File: config.mk
export PLATFORM = sky130hd
export DESIGN_NAME = tile_fetch_scheduler_flat
export DESIGN_NICKNAME = d
export VERILOG_FILES = /design/src/rtl/tile_fetch_scheduler_if.sv /design/src/rtl/tile_fetch_scheduler.sv /design/src/flat_wrapper.sv
export SDC_FILE = /design/constraint.sdc
export NUM_CORES = 1
export LEC_CHECK = 0
export CORE_MARGIN = 1
export CORE_UTILIZATION = 59
export CTS_BUF_LIST = sky130_fd_sc_hd__clkbuf_4 sky130_fd_sc_hd__clkbuf_8
export DETAILED_ROUTE_END_ITERATION = 10
export GPL_TIMING_DRIVEN = 0
export PLACE_DENSITY = 0.95
export SLEW_MARGIN = 25
export SYNTH_ARGS = -nofsm -noshare
export SYNTH_HDL_FRONTEND = slang
export SYNTH_SLANG_ARGS = --single-unit
File: constraint.sdc
create_clock -name clk_i -period 9.8 [get_ports clk_i]
set_input_delay 0.98 -clock clk_i [delete_from_list [all_inputs] [get_ports clk_i]]
set_output_delay 0.98 -clock clk_i [all_outputs]
set_load 0.03 [all_outputs]
File: src/rtl/tile_fetch_scheduler_if.sv
// Pixel-stream and image-ROM bus of the tile fetch scheduler.
// master = sync generator / ROM side, slave = the scheduler itself.
`timescale 1ns/1ps
interface tile_fetch_scheduler_if;
    logic        pix_tick_i;
    logic [9:0]  pixel_x_i;
    logic [9:0]  pixel_y_i;
    logic        video_on_i;
    logic        hsync_i;
    logic        vsync_i;
    logic [15:0] rom_addr_o;
    logic [7:0]  rom_data_i;
    logic [7:0]  rgb_o;
    logic        hsync_o;
    logic        vsync_o;

    modport master (
        output pix_tick_i, pixel_x_i, pixel_y_i, video_on_i, hsync_i, vsync_i, rom_data_i,
        input  rom_addr_o, rgb_o, hsync_o, vsync_o
    );

    modport slave (
        input  pix_tick_i, pixel_x_i, pixel_y_i, video_on_i, hsync_i, vsync_i, rom_data_i,
        output rom_addr_o, rgb_o, hsync_o, vsync_o
    );
endinterface

File: src/rtl/tile_fetch_scheduler.sv
// Tile fetch scheduler: maps the current pixel onto one of nine fixed
// tiles, fetches the image word from a shared ROM and emits the colour
// two pixel ticks later together with the delayed sync pulses.
`timescale 1ns/1ps
module tile_fetch_scheduler #(
    parameter int          TILE_W     = 80,
    parameter int          TILE_WORDS = 6400,
    parameter logic [7:0]  BG_COLOUR  = 8'h1A
) (
    input  logic                  clk_i,
    input  logic                  reset_i,
    input  logic [8:0]            tile_en_i,
    input  logic [3:0]            hilite_sel_i,
    tile_fetch_scheduler_if.slave bus
);
    localparam logic [10:0] TW11     = 11'(TILE_W);
    localparam logic [15:0] TW16     = 16'(TILE_W);
    localparam logic [15:0] TWORDS16 = 16'(TILE_WORDS);

    typedef enum logic {ST_WAIT_SYNC = 1'b0, ST_RUN = 1'b1} state_t;

    // Tile origins, x coordinate
    function automatic logic [10:0] origin_x(input logic [3:0] n);
        case (n)
            4'd0:    origin_x = 11'd0;
            4'd1:    origin_x = 11'd200;
            4'd2:    origin_x = 11'd280;
            4'd3:    origin_x = 11'd360;
            4'd4:    origin_x = 11'd200;
            4'd5:    origin_x = 11'd280;
            4'd6:    origin_x = 11'd360;
            4'd7:    origin_x = 11'd280;
            4'd8:    origin_x = 11'd0;
            default: origin_x = 11'd0;
        endcase
    endfunction

    // Tile origins, y coordinate
    function automatic logic [10:0] origin_y(input logic [3:0] n);
        case (n)
            4'd0, 4'd1, 4'd2, 4'd3: origin_y = 11'd0;
            4'd4, 4'd5, 4'd6:       origin_y = 11'd160;
            4'd7, 4'd8:             origin_y = 11'd320;
            default:                origin_y = 11'd0;
        endcase
    endfunction

    // Geometric containment of (x,y) in tile n
    function automatic logic tile_hit(input logic [3:0] n, input logic [10:0] x, input logic [10:0] y);
        tile_hit = (x >= origin_x(n)) && (x < origin_x(n) + TW11) &&
                   (y >= origin_y(n)) && (y < origin_y(n) + TW11);
    endfunction

    state_t      r_state;
    logic [4:0]  r_frame_cnt;
    logic [8:0]  r_mask;
    logic [3:0]  r_hilite;
    logic        r_vs_prev;
    logic        r_s1_von, r_s1_hit, r_s1_inv, r_s1_hs, r_s1_vs;
    logic [15:0] r_rom_addr;
    logic [7:0]  r_rgb;
    logic        r_hs, r_vs;

    logic [10:0] w_x, w_y, w_dx, w_dy;
    logic [8:0]  w_tile_hit;
    logic [3:0]  w_idx;
    logic        w_hit;
    logic [15:0] w_addr;
    logic        w_frame_start;
    logic [8:0]  w_mask_eff;
    logic [3:0]  w_hilite_eff;
    logic [4:0]  w_cnt_eff;

    assign w_x = {1'b0, bus.pixel_x_i};
    assign w_y = {1'b0, bus.pixel_y_i};

    // Per-tile hit vector, then lowest-index winner
    always_comb begin
        w_tile_hit = 9'h000;
        w_idx      = 4'd0;
        for (int n = 0; n < 9; n++) begin
            w_tile_hit[n] = tile_hit(4'(n), w_x, w_y);
        end
        for (int n = 8; n >= 0; n--) begin
            w_idx = w_tile_hit[n] ? 4'(n) : w_idx;
        end
    end

    assign w_hit  = |w_tile_hit;
    assign w_dx   = w_x - origin_x(w_idx);
    assign w_dy   = w_y - origin_y(w_idx);
    assign w_addr = ({12'd0, w_idx} * TWORDS16) + ({5'd0, w_dx} * TW16) + {5'd0, w_dy};

    // A frame start takes effect on the pixel registered in the same tick,
    // so stage 1 sees the freshly latched controls rather than the old ones.
    assign w_frame_start = r_vs_prev & ~bus.vsync_i;
    assign w_mask_eff    = w_frame_start ? tile_en_i    : r_mask;
    assign w_hilite_eff  = w_frame_start ? hilite_sel_i : r_hilite;
    assign w_cnt_eff     = w_frame_start ? (r_frame_cnt + 5'd1) : r_frame_cnt;

    // Control FSM: frame-start detection, per-frame latches, frame counter
    always_ff @(posedge clk_i) begin
        if (reset_i) begin
            r_state     <= ST_WAIT_SYNC;
            r_frame_cnt <= 5'd0;
            r_mask      <= 9'h1FF;
            r_hilite    <= 4'hF;
            r_vs_prev   <= 1'b0;
        end else if (bus.pix_tick_i) begin
            r_vs_prev   <= bus.vsync_i;
            r_frame_cnt <= w_cnt_eff;
            r_mask      <= w_mask_eff;
            r_hilite    <= w_hilite_eff;
            if (w_frame_start) begin
                case (r_state)
                    ST_WAIT_SYNC: r_state <= ST_RUN;
                    ST_RUN:       r_state <= ST_RUN;
                    default:      r_state <= ST_WAIT_SYNC;
                endcase
            end else begin
                r_state <= r_state;
            end
        end else begin
            r_state <= r_state;
        end
    end

    // Two-stage pixel pipeline: address/flags, then colour selection
    always_ff @(posedge clk_i) begin
        if (reset_i) begin
            r_rom_addr <= 16'h0000;
            r_s1_von   <= 1'b0;
            r_s1_hit   <= 1'b0;
            r_s1_inv   <= 1'b0;
            r_s1_hs    <= 1'b1;
            r_s1_vs    <= 1'b1;
            r_rgb      <= 8'h00;
            r_hs       <= 1'b1;
            r_vs       <= 1'b1;
        end else if (bus.pix_tick_i) begin
            if (w_hit) begin
                r_rom_addr <= w_addr;
            end else begin
                r_rom_addr <= r_rom_addr;
            end
            r_s1_von <= bus.video_on_i;
            r_s1_hit <= w_hit & w_mask_eff[w_idx];
            r_s1_inv <= (w_hilite_eff == w_idx) & w_cnt_eff[4];
            r_s1_hs  <= bus.hsync_i;
            r_s1_vs  <= bus.vsync_i;
            r_hs     <= r_s1_hs;
            r_vs     <= r_s1_vs;
            if (r_state == ST_WAIT_SYNC) begin
                r_rgb <= 8'h00;
            end else if (!r_s1_von) begin
                r_rgb <= 8'h00;
            end else if (r_s1_hit && r_s1_inv) begin
                r_rgb <= ~bus.rom_data_i;
            end else if (r_s1_hit) begin
                r_rgb <= bus.rom_data_i;
            end else begin
                r_rgb <= BG_COLOUR;
            end
        end else begin
            r_rgb <= r_rgb;
        end
    end

    assign bus.rom_addr_o = r_rom_addr;
    assign bus.rgb_o      = r_rgb;
    assign bus.hsync_o    = r_hs;
    assign bus.vsync_o    = r_vs;
endmodule
File: src/flat_wrapper.sv
// flat-port wrapper written by rule: the top's interface ports become plain ports
module tile_fetch_scheduler_flat 
#(
    parameter int          TILE_W     = 80,
    parameter int          TILE_WORDS = 6400,
    parameter logic [7:0]  BG_COLOUR  = 8'h1A
)
  (clk_i, reset_i, tile_en_i, hilite_sel_i, bus_pix_tick_i, bus_pixel_x_i, bus_pixel_y_i, bus_video_on_i, bus_hsync_i, bus_vsync_i, bus_rom_data_i, bus_rom_addr_o, bus_rgb_o, bus_hsync_o, bus_vsync_o);
  tile_fetch_scheduler_if bus_i ();
  input  logic clk_i;
  input  logic reset_i;
  input  logic [8:0] tile_en_i;
  input  logic [3:0] hilite_sel_i;
  input wire logic [$bits(bus_i.pix_tick_i)-1:0] bus_pix_tick_i;
  input wire logic [$bits(bus_i.pixel_x_i)-1:0] bus_pixel_x_i;
  input wire logic [$bits(bus_i.pixel_y_i)-1:0] bus_pixel_y_i;
  input wire logic [$bits(bus_i.video_on_i)-1:0] bus_video_on_i;
  input wire logic [$bits(bus_i.hsync_i)-1:0] bus_hsync_i;
  input wire logic [$bits(bus_i.vsync_i)-1:0] bus_vsync_i;
  input wire logic [$bits(bus_i.rom_data_i)-1:0] bus_rom_data_i;
  output wire logic [$bits(bus_i.rom_addr_o)-1:0] bus_rom_addr_o;
  output wire logic [$bits(bus_i.rgb_o)-1:0] bus_rgb_o;
  output wire logic [$bits(bus_i.hsync_o)-1:0] bus_hsync_o;
  output wire logic [$bits(bus_i.vsync_o)-1:0] bus_vsync_o;
  assign bus_i.pix_tick_i = bus_pix_tick_i;
  assign bus_i.pixel_x_i = bus_pixel_x_i;
  assign bus_i.pixel_y_i = bus_pixel_y_i;
  assign bus_i.video_on_i = bus_video_on_i;
  assign bus_i.hsync_i = bus_hsync_i;
  assign bus_i.vsync_i = bus_vsync_i;
  assign bus_i.rom_data_i = bus_rom_data_i;
  assign bus_rom_addr_o = bus_i.rom_addr_o;
  assign bus_rgb_o = bus_i.rgb_o;
  assign bus_hsync_o = bus_i.hsync_o;
  assign bus_vsync_o = bus_i.vsync_o;
  tile_fetch_scheduler #(.TILE_W(TILE_W), .TILE_WORDS(TILE_WORDS), .BG_COLOUR(BG_COLOUR)) u_core (.clk_i(clk_i), .reset_i(reset_i), .tile_en_i(tile_en_i), .hilite_sel_i(hilite_sel_i), .bus(bus_i));
endmodule
==> run metrics, run 1 <==
Hold Path Class register to register; post-synthesis sequential area ratio 0.229; IO Count 73; post-synthesis cell type count 60; Post-Place Worst Slack ~2.1 ns; worst skew pair latency 0.31 ns; largest net degree at the start of global routing 16; CTS tree done; die span in y 89.0 um; # Post-CTS Setup Buffers 0; status complete, no violations; final setup fails 0; Post-synth ARST share 0; share of layout cells above drive strength 1 0.0291; post-placement cell count 710; TNS Setup 0 ns; r2r setup slk 7.01 ns; Max VDD drop 0.0897 mV; crit path setup slack, layout 2.28 ns; Resized Gates After CTS 0; Final ANT Viol Nets 0; Post-Syn Instances 543; hold-fix buffers at CTS 0; sw frac 0.387; CP bufs+invs 7; Post-synth EDFFs 0; Fin Clk Skew 0.00647 ns; post-DR vias/cell 5.99; top-area cell type share of the netlist area 0.229; top_reg_cell synth dfxtp_1; crit path from bus_pixel_y_i[6]; Total Nets Final about 730; fin crit share 0.767; CTS HTree Levels 2; initial core utilization 0.612; clock sink count 51; die width just under 90 um; Worst-Margin Slew around 0.76 ns; Worst-path clk slew approximately 0.1 ns; RR Startpoint u_core.r_vs_prev$_SDFFE_PP0P_; Final Util 0.735; Hold Path Sink u_core.r_mask[7]$_SDFFE_PP1P_; R2R depth 8; row cnt 31; Fill cells 533; most common cell after layout, fill and taps aside clkdlybuf4s50_1; Critical Path Max Stage Delay 0.63 ns; CP max FO 8; cell count of the worst hold path 2; GR Overflow Total 0; Critical Path RT about 10 ns; Slew Viols, Final 0; initial antenna violation count 0; Combinational Power Share 0.497; sequential share of power 0.319; top cell type by total area after synthesis dfxtp_1; number of DRC markers in iteration 0 roughly 280; Clock Power Share 0.184; Clock Path Buffers 2; synthesized area per cell 8.22 um^2; Max-slew headroom 0.489; diodes inserted 0; Hold Fails Final Rpt 0; Most common cell on crit path inv_1; Hold WS 0.474 ns; most frequent cells in the layout 68 x clkdlybuf4s50_1, 59 x ha_1, 51 x dfxtp_1; crit path DAT roughly 7.7 ns; Yosys Warn Count 0; vias in the first global route 4272; die area 7920 um^2; P_sw roughly 260 uW; IO Port Bufs 68; f_max 133 MHz; Critical Path Source Type primary input; r2r endpoint u_core.r_mask[5]$_SDFFE_PP1P_; Setup crit end kind register; GRT Resource Usage Total 0.306; final wirelength 12000 um; Crit-path slowest cell nor2_1; PD cells 126 nW/um^2; flop and latch count out of synthesis between 50 and 60; DR WL/cell 16.7 um; Layout Cells excl Fill 718; Int Power 414 uW; Pleak 0.00224 uW; Mapped Nets 657; core area 7290 um^2; Syn Std Cell Area 4460 um^2; Crit Path Class primary input to register; max_cap viols 0; HP Start u_core.r_mask[7]$_SDFFE_PP1P_; Post-DP HPWL about 9000 um; Synth-to-Final Area Change 20.0%; RSZ-0062 raised after global routing false; Tmin final ~7.5 ns; critical path's top delay family adder cells; total iterations of the first detailed-routing run 5; CTS Buf Count 5; clk root buf clkbuf_8; gpl congestion 0.889; Area contributors post-synth dfxtp_1 23%, ha_1 17%, xnor2_1 5.7%, a21oi_1 4.1%, nand2_1 3.9%; first-pass GRT wire length between 15000 and 20000 um; Residual DRC 0; routed via count 4301
==> worst min-delay path: cells and delay by family (launching register included) <==
family	cells	cell delay, ns
flip-flops	1	0.32
AND/OR/NAND/NOR	2	0.11
==> cells in the mapped netlist, types with 6 or more instances <==
cell type  number
nand2b_1        8
fa_1            8
a211oi_1        9
clkbuf_1       22
nor2_1         32
o21ai_0        27
nand3_1        20
dfxtp_1        51
mux2i_1        13
xnor2_1        29
xor2_1         14
nor3b_1         6
a21oi_1        37
a22oi_1         7
inv_1          38
ha_1           59
nand2_1        46
nand3b_1       14
nor3_1          9
a21o_1          8
nor2b_1        13
==> sequential cells by signal, summed over array words and instances (netlist names), 4 cells and up <==
| signal | cells |
|---|---|
| u_core.r_hilite | 4 |
| u_core.bus.rgb_o | 8 |
| u_core.r_mask | 9 |
| u_core.r_frame_cnt | 5 |
| u_core.bus.rom_addr_o | 16 |
==> logic make-up after synthesis <==
group                    synth area share
AND/OR/NAND/NOR                     0.203
AO/OA/AOI/OAI                       0.195
adder cells (fa/ha/maj)             0.201
buffers and inverters              0.0533
flip-flops                          0.229
XOR/XNOR                           0.0844
multiplexers                       0.0342
==> metrics by stage <==
stage | total power (uW) | area [um^2]
after floorplan | 464 | 4460
after global placement | 531 | 5270
after detailed placement | 546 | 5270
after CTS | 667 | 5360
after global routing | 720 | 5360
final | 675 | 5360
==> final cells by class <==
class | instances | area [um^2] | area share
Clock inverter | 2 | 12.5 | 0.00234
Timing Repair Buffer | 68 | 681 | 0.127
Multi-Input combinational cell | 429 | 3200 | 0.598
Inverter | 38 | 143 | 0.0266
Buffer | 25 | 95.1 | 0.0178
Sequential cell | 51 | 1020 | 0.191
Tap cell | 99 | 124 | 0.0231
Clock buffer | 6 | 76.3 | 0.0142
==> layer usage <==
layer | track usage | vias to the layer above | part of all wire
met1 | 0.373 | 2010 | 0.42
li1 | - | 2074 | -
met2 | 0.543 | 181 | 0.49
met4 | 0.123 | 0 | 0.026
met5 | 0 | - | 0
met3 | 0.0443 | 36 | 0.060
==> worst max-delay path by stage <==
stage,to,slack (ns),cells after the start
after global routing,u_core.bus.rom_addr_o[15]$_SDFFE_PP0P_,1.74,30
final,u_core.bus.rom_addr_o[15]$_SDFFE_PP0P_,2.28,25
after detailed placement,u_core.bus.rom_addr_o[14]$_SDFFE_PP0P_,2.07,30
after floorplan,u_core.bus.rom_addr_o[15]$_SDFFE_PP0P_,3.45,29
after CTS,u_core.bus.rom_addr_o[15]$_SDFFE_PP0P_,2.34,30
after global placement,u_core.bus.rom_addr_o[15]$_SDFFE_PP0P_,2.24,30
==> power by group through the flow <==
| stage | registers [uW] | logic [uW] | clock network, uW |
|---|---|---|---|
| after floorplan | 224 | 240 | 0 |
| after global placement | 219 | 311 | 0 |
| after detailed placement | 220 | 327 | 0 |
| after CTS | 215 | 329 | 122 |
| after global routing | 216 | 373 | 132 |
| final | 215 | 336 | 124 |
(Power assumes the default switching activity.)
==> inputs of run 2 (changes only) <==
Settings changed: CORE_UTILIZATION 59 to 56.
Clock period 9.8 ns to 7.85 ns, I/O delays scaled along.
==> run 2 against run 1 <==
Compared with the run above:
- clock skew up 0.0040 ns
- register-to-register slack got worse by 1.9 ns
- design area increased by 0.51%
- sequential share of layout area fell by 0.097 points
- total power increased by 30%
- non-clock buffer count stayed put
- worst hold slack better by 0.0045 ns
- setup slack worse by 1.8 ns
- utilization shrank 3.8 points
- routed wire length increased by 1.2%
- largest power group unchanged
==> run metrics, run 2 (synthesized netlist as in run 1, its figures left out) <==
worst skew pair latency 0.32 ns (about the same); Fill cells 540 (+1.3%); initial antenna violation count 0 (unchanged); CTS tree done; # Post-CTS Setup Buffers 0 (unchanged); fin crit share 0.939; sw frac 0.376 (-0.0112); initial core utilization 0.578 (-0.0345); Clock Power Share 0.213 (+0.029); diodes inserted 0 (unchanged); largest net degree at the start of global routing 17 (+1); Critical Path RT 8.07 ns (-1.95 ns); Post-DP HPWL 9230 um (+0.62%); Total Nets Final 732 (unchanged); GRT Resource Usage Total 0.290 (-0.0160); gpl congestion 0.880 (-1.0%); Hold Fails Final Rpt 0 (unchanged); CTS HTree Levels 2 (unchanged); Combinational Power Share 0.480 (-0.017); f_max 136 MHz; P_sw 329 uW (+26%); clk root buf clkbuf_8; Residual DRC 0 (unchanged); IO Count 73 (unchanged); max reg flops 16 (unchanged); area of the multi-input gates 3200 um^2 (unchanged); post-placement cell count 713 (+0.42%); share of layout cells above drive strength 1 0.0291 (unchanged); post-DR vias/cell 6.12 (+2.1%); TNS Setup 0 ns (unchanged); status complete, no violations; Final ANT Viol Nets 0 (unchanged); row cnt 32 (+3.2%); Worst-Margin Slew 0.738 ns (-0.0258 ns); Most common cell on crit path xnor2_1; Crit Path Class primary input to register; DR WL/cell 16.8 um (+0.76%); Critical Path Max Stage Delay 0.61 ns (-0.02 ns); R2R depth 8 (unchanged); final wirelength 12100 um (+1.2%); cell count of the worst hold path 2 (unchanged); core area 7730 um^2 (+6.0%); Resized Gates After CTS 0 (unchanged); Fin Clk Skew 0.0105 ns (+0.00402 ns); max_cap viols 0 (unchanged); Synth-to-Final Area Change 20.6%; Critical Path Source Type primary input; Clock Path Buffers 2 (unchanged); Int Power 546 uW (+32%); Crit-path slowest cell nor2_1; vias in the first global route 4348 (+1.8%); CP max FO 8 (unchanged); GR Overflow Total 0 (unchanged); Setup crit end kind register; final setup fails 0 (unchanged); CTS Buf Count 5 (unchanged); total iterations of the first detailed-routing run 5 (unchanged); Worst-path clk slew 0.10 ns (about the same); Layout Cells excl Fill 721 (+0.42%); Hold Path Class register to register; routed via count 4410 (+2.5%); number of DRC markers in iteration 0 299 (+6.0%); IO Port Bufs 68 (unchanged); Max VDD drop 0.145 mV (+62%); most frequent cells in the layout 68 x clkdlybuf4s50_1, 59 x ha_1, 51 x dfxtp_1; die area 8330 um^2 (+5.2%); most common cell after layout, fill and taps aside clkdlybuf4s50_1; hold-fix buffers at CTS 0 (unchanged); crit path DAT 7.58 ns (-0.15 ns); clock sink count 51 (unchanged); first-pass GRT wire length 19500 um (+3.0%); Max-slew headroom 0.506 (+0.0173); Tmin final 7.37 ns; sequential share of power 0.307 (-0.012); die width 91.3 um (+2.6%); die span in y 91.3 um (+2.6%); sequential cell area 1020 um^2 (unchanged); PD cells 163 nW/um^2 (+29%); Slew Viols, Final 0 (unchanged); Pleak 0.00225 uW (+0.60%); RSZ-0062 raised after global routing false
-- run 2: power by group through the flow --
stage          combinational, uW  clock, uW  sequential (uW)
2_1_floorplan                300          0              279
3_3_place_gp                 387          0              274
3_5_place_dp                 409          0              274
4_1_cts                      412        187              268
5_1_grt                      462        196              269
6_report                     420        186              269
-- run 2: layer usage --
metal  global-route usage  vias to the layer above  routed length (um)
li1                     -                     2074                   -
met1                0.346                     2070                4920
met2                0.508                      214                5960
met3               0.0578                       52                 889
met4                0.116                        0                 376
met5                    0                        -                   0
-- run 2: through the flow --
| stage | total power [uW] | instance area [um^2] | setup slack (ns) | util | hold WS [ns] |
|---|---|---|---|---|---|
| 6_report | 875 | 5380 | 0.482 | 0.697 | 0.479 |
| 4_1_cts | 867 | 5380 | 0.623 | 0.697 | 0.485 |
| 3_5_place_dp | 683 | 5270 | 0.314 | 0.682 | 0.453 |
| 2_1_floorplan | 579 | 4460 | 1.70 | - | 0.431 |
| 3_3_place_gp | 661 | 5270 | 0.480 | 0.682 | 0.440 |
| 5_1_grt | 927 | 5380 | 0.101 | 0.697 | 0.507 |
-- run 2: worst paths after layout --
kind | start | endpoint | slack, ns
worst max-delay path | bus_pixel_x_i[4] | u_core.bus.rom_addr_o[15]$_SDFFE_PP0P_ | 0.48
worst min-delay path | u_core.r_mask[7]$_SDFFE_PP1P_ | u_core.r_mask[7]$_SDFFE_PP1P_ | 0.48
worst max register to register | u_core.r_vs_prev$_SDFFE_PP0P_ | u_core.r_mask[3]$_SDFFE_PP1P_ | 5.11
worst min register to register | u_core.r_mask[7]$_SDFFE_PP1P_ | u_core.r_mask[7]$_SDFFE_PP1P_ | 0.48
-- run 2: worst max-delay path: cells and delay by family --
| kind | cells | cell delay, ns |
|---|---|---|
| buffers and inverters | 5 | 1.03 |
| and+or+nand+nor | 3 | 0.86 |
| xor gates and xnor gates | 5 | 0.77 |
| AOI/OAI and AO/OA | 12 | 2.53 |
| adders and majority gates | 5 | 1.60 |
-- run 2: layout make-up --
cell class / instances / area share
inverter: 38 / 0.0265
sequential: 51 / 0.190
timing repair buffer: 68 / 0.126
multi-input combinational: 429 / 0.595
clock inverter: 3 / 0.00813
buffer: 25 / 0.0177
clock buffer: 5 / 0.0128
tap: 102 / 0.0237
